[src/rtl/vend_pkg.sv]
// Shared types and constants for the coin vending controller.
// Coin codes double as change-coin codes (01 nickel, 10 dime).
package vend_pkg;

    typedef enum logic [1:0] {
        ACCUM  = 2'd0,
        VEND   = 2'd1,
        CHANGE = 2'd2
    } state_t;

    localparam logic [1:0] COIN_NONE    = 2'b00;
    localparam logic [1:0] COIN_NICKEL  = 2'b01;
    localparam logic [1:0] COIN_DIME    = 2'b10;
    localparam logic [1:0] COIN_QUARTER = 2'b11;

    localparam logic [2:0] NICKEL_U  = 3'd1;
    localparam logic [2:0] DIME_U    = 3'd2;
    localparam logic [2:0] QUARTER_U = 3'd5;

    function automatic logic [2:0] coin_value(input logic [1:0] c);
        case (c)
            COIN_NICKEL:  coin_value = NICKEL_U;
            COIN_DIME:    coin_value = DIME_U;
            COIN_QUARTER: coin_value = QUARTER_U;
            default:      coin_value = 3'd0;
        endcase
    endfunction

endpackage

[src/rtl/vend_change_gen.sv]
// Change-coin selector: largest coin (dime/nickel) not exceeding the credit.
// Latency: combinational. Backpressure: none.
module vend_change_gen
    import vend_pkg::*;
#(
    parameter int CREDIT_W = 4
) (
    input  logic [CREDIT_W-1:0] credit,
    output logic [1:0]          change_coin,
    output logic [1:0]          dec
);

    always_comb begin
        change_coin = COIN_NONE;
        dec         = 2'd0;
        if (credit >= CREDIT_W'(2)) begin
            change_coin = COIN_DIME;
            dec         = 2'd2;
        end else if (credit != '0) begin
            change_coin = COIN_NICKEL;
            dec         = 2'd1;
        end
    end

endmodule

[src/rtl/vend_multi.sv]
// Parametrised vending controller: accumulate coins, vend at PRICE, pay out change. Optional refund: VEND_CANCEL_EN.
// Latency: newspaper one cycle after the coin edge reaching PRICE; change starts the cycle after.
// Backpressure: coin_ready low outside ACCUM; coins offered then are rejected with a registered coin_bounce pulse.
module vend_multi
    import vend_pkg::*;
#(
    parameter int PRICE    = 3,
    parameter int CREDIT_W = 4,
    parameter int COUNT_W  = 8
) (
    input  logic                clock,
    input  logic                reset,
    input  logic [1:0]          coin,
    input  logic                cancel,
    output logic                coin_ready,
    output logic                coin_bounce,
    output logic                newspaper,
    output logic [1:0]          change_coin,
    output logic [CREDIT_W-1:0] credit,
    output logic [COUNT_W-1:0]  vend_count
);

    localparam logic [CREDIT_W:0]   PRICE_X = (CREDIT_W+1)'(PRICE);
    localparam logic [CREDIT_W-1:0] PRICE_C = CREDIT_W'(PRICE);

    state_t              state, state_nxt;
    logic [CREDIT_W-1:0] credit_nxt;
    logic [COUNT_W-1:0]  count_nxt;
    logic                bounce_nxt;
    logic                cancel_take;
    logic                coin_vld;
    logic [CREDIT_W:0]   coin_u;
    logic [CREDIT_W:0]   sum;
    logic [1:0]          gen_coin;
    logic [1:0]          gen_dec;

    vend_change_gen #(.CREDIT_W(CREDIT_W)) u_change_gen (
        .credit      (credit),
        .change_coin (gen_coin),
        .dec         (gen_dec)
    );

`ifdef VEND_CANCEL_EN
    assign cancel_take = (state == ACCUM) && cancel && (credit != '0);
`else
    logic unused_cancel;
    assign unused_cancel = cancel;
    assign cancel_take   = 1'b0;
`endif

    assign coin_vld = (coin != COIN_NONE);
    assign coin_u   = (CREDIT_W+1)'(coin_value(coin));
    assign sum      = {1'b0, credit} + coin_u;

    always_comb begin
        state_nxt  = state;
        credit_nxt = credit;
        count_nxt  = vend_count;
        bounce_nxt = 1'b0;
        case (state)
            ACCUM: begin
                if (cancel_take) begin
                    // refund path reuses the change payout; the coin loses to cancel
                    state_nxt  = CHANGE;
                    bounce_nxt = coin_vld;
                end else if (coin_vld) begin
                    credit_nxt = sum[CREDIT_W-1:0];
                    if (sum >= PRICE_X)
                        state_nxt = VEND;
                end
            end
            VEND: begin
                bounce_nxt = coin_vld;
                credit_nxt = credit - PRICE_C;
                if (vend_count != '1)
                    count_nxt = vend_count + COUNT_W'(1);
                state_nxt = (credit != PRICE_C) ? CHANGE : ACCUM;
            end
            CHANGE: begin
                bounce_nxt = coin_vld;
                credit_nxt = credit - CREDIT_W'(gen_dec);
                if (credit == CREDIT_W'(gen_dec))
                    state_nxt = ACCUM;
            end
            default: begin
                state_nxt  = ACCUM;
                credit_nxt = '0;
            end
        endcase
    end

    always_ff @(posedge clock or posedge reset) begin
        if (reset) begin
            state       <= ACCUM;
            credit      <= '0;
            vend_count  <= '0;
            coin_bounce <= 1'b0;
        end else begin
            state       <= state_nxt;
            credit      <= credit_nxt;
            vend_count  <= count_nxt;
            coin_bounce <= bounce_nxt;
        end
    end

    assign coin_ready  = (state == ACCUM);
    assign newspaper   = (state == VEND);
    assign change_coin = (state == CHANGE) ? gen_coin : COIN_NONE;

endmodule

[config.mk]
export PLATFORM = sky130hd
export DESIGN_NAME = vend_multi
export DESIGN_NICKNAME = d
export VERILOG_FILES = /design/src/rtl/vend_pkg.sv /design/src/rtl/vend_change_gen.sv /design/src/rtl/vend_multi.sv
export SDC_FILE = /design/constraint.sdc
export NUM_CORES = 1
export LEC_CHECK = 0
export CORE_UTILIZATION = 35
export DETAILED_ROUTE_END_ITERATION = 6
export HOLD_SLACK_MARGIN = 0.06
export SETUP_SLACK_MARGIN = 0.15
export SLEW_MARGIN = 30
export SYNTH_ARGS = -nofsm -noshare
export SYNTH_HDL_FRONTEND = slang
export SYNTH_SLANG_ARGS = --single-unit
[constraint.sdc]
create_clock -name clock -period 5.3 [get_ports clock]
set_input_delay 0.53 -clock clock [delete_from_list [all_inputs] [get_ports clock]]
set_output_delay 0.53 -clock clock [all_outputs]
set_load 0.05 [all_outputs]
# Word level (Yosys, flattened, before mapping)
# Index checks and enable logic that the tools add are counted.
classes:
  n_addsub: 4
  mul: 0
  div_mod_pow: 0
  order_cmp: 2
  n_eq_ne: 11
  shift: 0
  muxes: 12
  n_bitwise: 0
  reduce_logical: 6
op_table:
  columns: ["cell", "count"]
  rows:
  - ["2-bit 2-to-1 mux", 6]
  - ["4-bit case mux with 3 select lines", 1]
  - ["3-bit case mux with 3 select lines", 1]
  - ["8-bit by 1-bit adder with 8-bit output (second input constant)", 1]
  - ["8-bit inequality test (second input constant)", 1]
  - ["2-bit == test (second input constant)", 3]
  - ["2-bit case mux with 3 select lines", 1]
  - ["4-bit by 3-bit adder with 5-bit output", 1]
  - ["5-bit by 2-bit >= comparator with 1-bit output (second input constant)", 1]
  - ["2-bit by 1-bit == test with 1-bit output (second input constant)", 2]
  - ["4-bit by 2-bit == test with 1-bit output", 1]
  - ["4-bit by 2-bit >= comparator with 1-bit output (second input constant)", 1]
  - ["4-bit 2-to-1 mux", 1]
  - ["2-bit by 1-bit inequality test with 1-bit output (second input constant)", 2]
  - ["4-bit by 2-bit inequality test with 1-bit output (second input constant)", 1]
  - ["4-bit nonzero test", 1]
  - ["4-bit by 2-bit subtractor with 4-bit output", 1]
  - ["4-bit by 2-bit subtractor with 4-bit output (second input constant)", 1]
  - ["3-bit AND reduction", 1]
  - ["2-bit logical NOT", 1]
  - ["1-bit 2-to-1 mux", 2]
  - ["2-bit inequality test (second input constant)", 1]
  - ["2-bit AND reduction", 1]
  - ["2-bit nonzero test", 1]
  - ["2-bit OR reduction", 1]
totals:
  register_bits: 15
  latch_bits: 0
  ramBits: 0
  rom_bits: 0
  in_bits: 5
  elab_cells: 39
  n_memories: 0

# Longest topological paths before layout
logic_depth:
  depth_word: 7
  mapped_depth: 11

# Hierarchy
# A second synthesis with hierarchy kept.
hier_totals:
  cells_unflattened: 113
  area_unflattened_um2: 1068.5
modules_own_cells:
  columns: ["module", "n_inst", "cells_per_inst", "area_each_um2", "seq_area_each_um2"]
  rows:
  - ["vend_multi", 1, 109, 1038.5, 375.4]
  - ["vend_change_gen", 1, 4, 30.0, 0.0]

# Least setup slack after synthesis
# OpenSTA, ideal clock, no wires.
synth_path:
  path_kind: "register to register"
  from: "register credit[1]"
  to: "register credit[1]"
  setup_ns: 0.134
  t_arrival_ns: 2.385
  t_required_ns: 5.166
  slack_ns: 2.782
  path_stages_with_launch: 10
  synth_period_minus_slack_ns: 2.518
  path_cell_list: "dfrtp_1 -> ha_1 -> nor4_4 -> inv_1 -> nor2_1 -> ha_1 -> fa_1 -> inv_1 -> a222oi_1 -> o21ai_0"
synth_between:
  elab_chain_len: 5
  word_cells_on_any_way: 9
synth_rtl:
  columns: ["item", "line_no", "source"]
  rows:
  - ["start: declaration", "vend_multi.sv:19", "output logic [CREDIT_W-1:0] credit,"]
  - ["start signal: assignment", "vend_multi.sv:100", "credit <= credit_nxt;"]
  - ["parallel branches: the longest is 4 deep, another holds 4-bit by 2-bit >= comparator with 1-bit output", null, null]
  - ["4-bit case mux with 3 select lines (*)", "vend_multi.sv:60", "case (state)"]
# Mark *: on every way between the ends. The select of a mux whose other input is x is not followed.
# A chain may end at the register's enable or synchronous reset.

# Final worst setup path
layout_path:
  from: "register credit[0]"
  to: "output change_coin[0]"
layout_between:
  elab_chain_len: 4
  word_cells_on_any_way: 5
layout_rtl:
  columns: ["item", "line_no", "source"]
  rows:
  - ["parallel branches: the longest is 2 deep, another holds 4-bit by 2-bit >= comparator with 1-bit output", null, null]
  - ["2-bit 2-to-1 mux (*)", "vend_change_gen.sv:16", "if (credit >= CREDIT_W'(2)) begin"]
  - ["2-bit 2-to-1 mux (*)", "vend_multi.sv:108", "assign change_coin = (state == CHANGE) ? gen_coin : COIN_NONE;"]
  - ["end: declaration", "vend_multi.sv:18", "output logic [1:0] change_coin,"]
# Mark *: on every way between the ends.

==> summary.md <==
| Metric | Value |
|---|---|
| Hold buffer count at cts | 0 |
| CTS buffer count | 3 |
| Count of final setup violators | 0 |
| Starting Density | 0.365 |
| Cell mode on critical path | inv_1 |
| Max_slew headroom | 0.643 |
| Area share of the largest cell type after synthesis | 0.340 |
| Netlist Area Pre-Place | 0.00110 mm2 |
| Critical path arrival | 2510 ps |
| # DRC | 0 |
| Outcome | finished, final reports clean |
| Slew Viols, Final | 0 |
| Core Area | 0.00303 mm2 |
| Dpl ws | 2480 ps |
| Max_cap viols | 0 |
| Peak per-stage delay on the critical path | 790 ps |
| Element type at the critical path end | output pin |
| Final Wtd Congestion | 0.801 |
| Ys flop type | dfrtp_1 |
| Hold Path Class | register to register |
| CP Launch Type | register |
| CTS tree | yes |
| # IOs | 22 |
| # fillers | 310 |
| Slew @ Worst Pin | 535 ps |
| Post-Syn Nets | 128 |
| Synth area leaders | dfrtp_1 (34%), ha_1 (15%), inv_1 (4.4%) |
| Synth Area per Inst | 10.2 um2 |
| Hpwl dp | 1.78 mm |
| DR iter-0 viols | 43 |
| Final TNS setup | 0 ps |
| Final ANT Viol Nets | 0 |
| Min Tclk post-route | 3040 ps |
| Grt total ovfl | 0 |
| Vias | 842 |
| H-tree depth | 1 |
| Number of global-route vias before repair | 901 |
| N_diodes | 0 |
| DIE AREA | 0.00339 mm2 |
| Clock Skews | 9.38 ps |
| CP Buf/Inv Count | 3 |
| Final wirelength | 2.23 mm |
| RSZ-0062 raised after global routing | false |
| Register bit count reported by yosys | 15 |
| Cells after Synth | 108 |
| Crit path cell chain | inv_1 > ha_1 > nor4_4 > inv_1 > nor2_1 > and2_1 > clkdlybuf4s50_1 |
| Row cnt | 20 |
| Pin count of the biggest net entering global routing | 16 |
| Detailed-router iteration count before antenna repair | 5 |
| Crit path kind | register to output pin |
| Clk buf depth | 2 |
| Initial antenna violation count | 0 |
| Post-CTS setup buffers | 0 |
| Fmax | 329 MHz |
| Yosys cell types | 35 |
| Post-synthesis sequential area ratio | 0.340 |
| Post-synth EDFFs | 0 |
| Post-CTS sizing | 0 |
| Die width | 58.2 um |
| Fraction of layout cells with a size suffix above 1 | 0.122 |
| Area Overhead vs Synth | 24.9% |
| CP top delay family | buffers and inverters |
| Fin util | 0.456 |
| Req. time, crit path | 4770 ps |
| Port Buf Inserts | 20 |
| Final Hold Viols | 0 |
| Clock tree root driver cell | clkbuf_4 |
| Total track usage | 0.150 |
| Drt wl/cell | 12.7 um |
| Max FO, Critical Path | 6 |
| Period Utilization, post-route | 0.574 |
| Chip Height | 58.2 um |
| Leading area contributor after synthesis | dfrtp_1 |
| Sink Count | 15 |
| First-pass GRT wire length | 3.96 mm |
| Post-synthesis async set-or-reset flop share | 1.00 |
| CP max stage cell | clkdlybuf4s50_1 |
| Nets | 152 |
| Ys Warns | 0 |
| Vias per Instance | 4.81 |
| Worst-Skew Late Latency | 280 ps |
| CTS clk-pin slew, worst paths | 90 ps |
| Worst Setup Slack, final | 2260 ps |
layout make-up:
| class | instances | area [um2] | area share |
|---|---|---|---|
| Clock buffer | 3 | 22.5 | 0.0163 |
| Sequential cell | 15 | 375 | 0.272 |
| Timing Repair Buffer | 20 | 200 | 0.145 |
| Inverter | 13 | 48.8 | 0.0354 |
| Multi-Input combinational cell | 79 | 673 | 0.488 |
| Clock inverter | 1 | 5.00 | 0.00363 |
| Tap cell | 44 | 55.1 | 0.0399 |
per-stage QoR:
step,hold slack (ps),std cells,area (um2)
after floorplan,431,108,1100
after global placement,491,171,1350
after detailed placement,494,171,1350
after CTS,511,175,1380
after global routing,529,175,1380
final,510,175,1380
state kept, by name, indices dropped and copies added (netlist names):
| signal | count |
|---|---|
| coin_bounce | 1 |
| credit | 4 |
| vend_count | 8 |
| state | 2 |
layout by cell type, fill, tap and decap left out, types with 2 or more instances in the layout:
cell type,count
clkdlybuf4s50_1,20
dfrtp_1,15
inv_1,13
ha_1,13
nand2_1,7
o21ai_0,5
xor2_1,5
a21oi_1,5
xnor2_1,5
nor2_1,4
a222oi_1,3
nand4_1,3
clkbuf_4,3
nor3_1,2
a211oi_1,2
and3_4,2
nor2b_1,2
and2_1,2
fa_1,2
worst reg2reg max path: stages, from the launching register on:
cell      delay, ps
dfrtp_1         450
inv_1           140
ha_1            250
nor4_4          190
inv_1           120
nor2_1          150
ha_1            210
inv_1            50
a211oi_1        240
xor2_1          100
a222oi_1        300
o21ai_1          90
cells by family (layout without fill, tap and decap cells):
family,Yosys count,in the layout,share of synthesized area
adders and majority gates,15,15,0.183
AOI/OAI and AO/OA,23,23,0.152
xor gates and xnor gates,10,10,0.0793
DFF,15,15,0.340
and+or+nand+nor,28,28,0.162
buffers and inverters,14,37,0.0510
muxes,3,3,0.0328
routing by layer:
| metal | up-vias | global-route usage | share of wire |
|---|---|---|---|
| li1 | 424 | - | - |
| met1 | 398 | 0.189 | 0.47 |
| met2 | 18 | 0.271 | 0.49 |
| met3 | 2 | 0.00893 | 0.031 |
| met4 | 0 | 0.0510 | 0.0036 |
| met5 | - | 0 | 0 |
cell usage after synthesis, types with 2 or more instances:
library cell,instances
fa_1,2
nor3_1,2
xnor2_1,5
and2_1,2
a211oi_1,2
nor2b_1,2
ha_1,13
o21ai_0,5
inv_1,13
nand2_1,7
dfrtp_1,15
nor2_1,4
nand4_1,3
xor2_1,5
and3_4,2
a21oi_1,5
a222oi_1,3
path summary, 6_finish.rpt:
kind,cells after the start,end,startpoint,slack (ps)
min reg2reg,1,vend_count[7],vend_count[7],510
min,1,vend_count[7],vend_count[7],510
max in group asynchronous,2,state[0],reset,4350
max reg2reg,11,credit[3],credit[0],2880
max,7,change_coin[0],credit[0],2260
min in group asynchronous,2,vend_count[3],reset,590
Power is left out: the tool's default activity adds up to more than one toggle a clock period on the data nets, which glitch-free logic cannot reach.
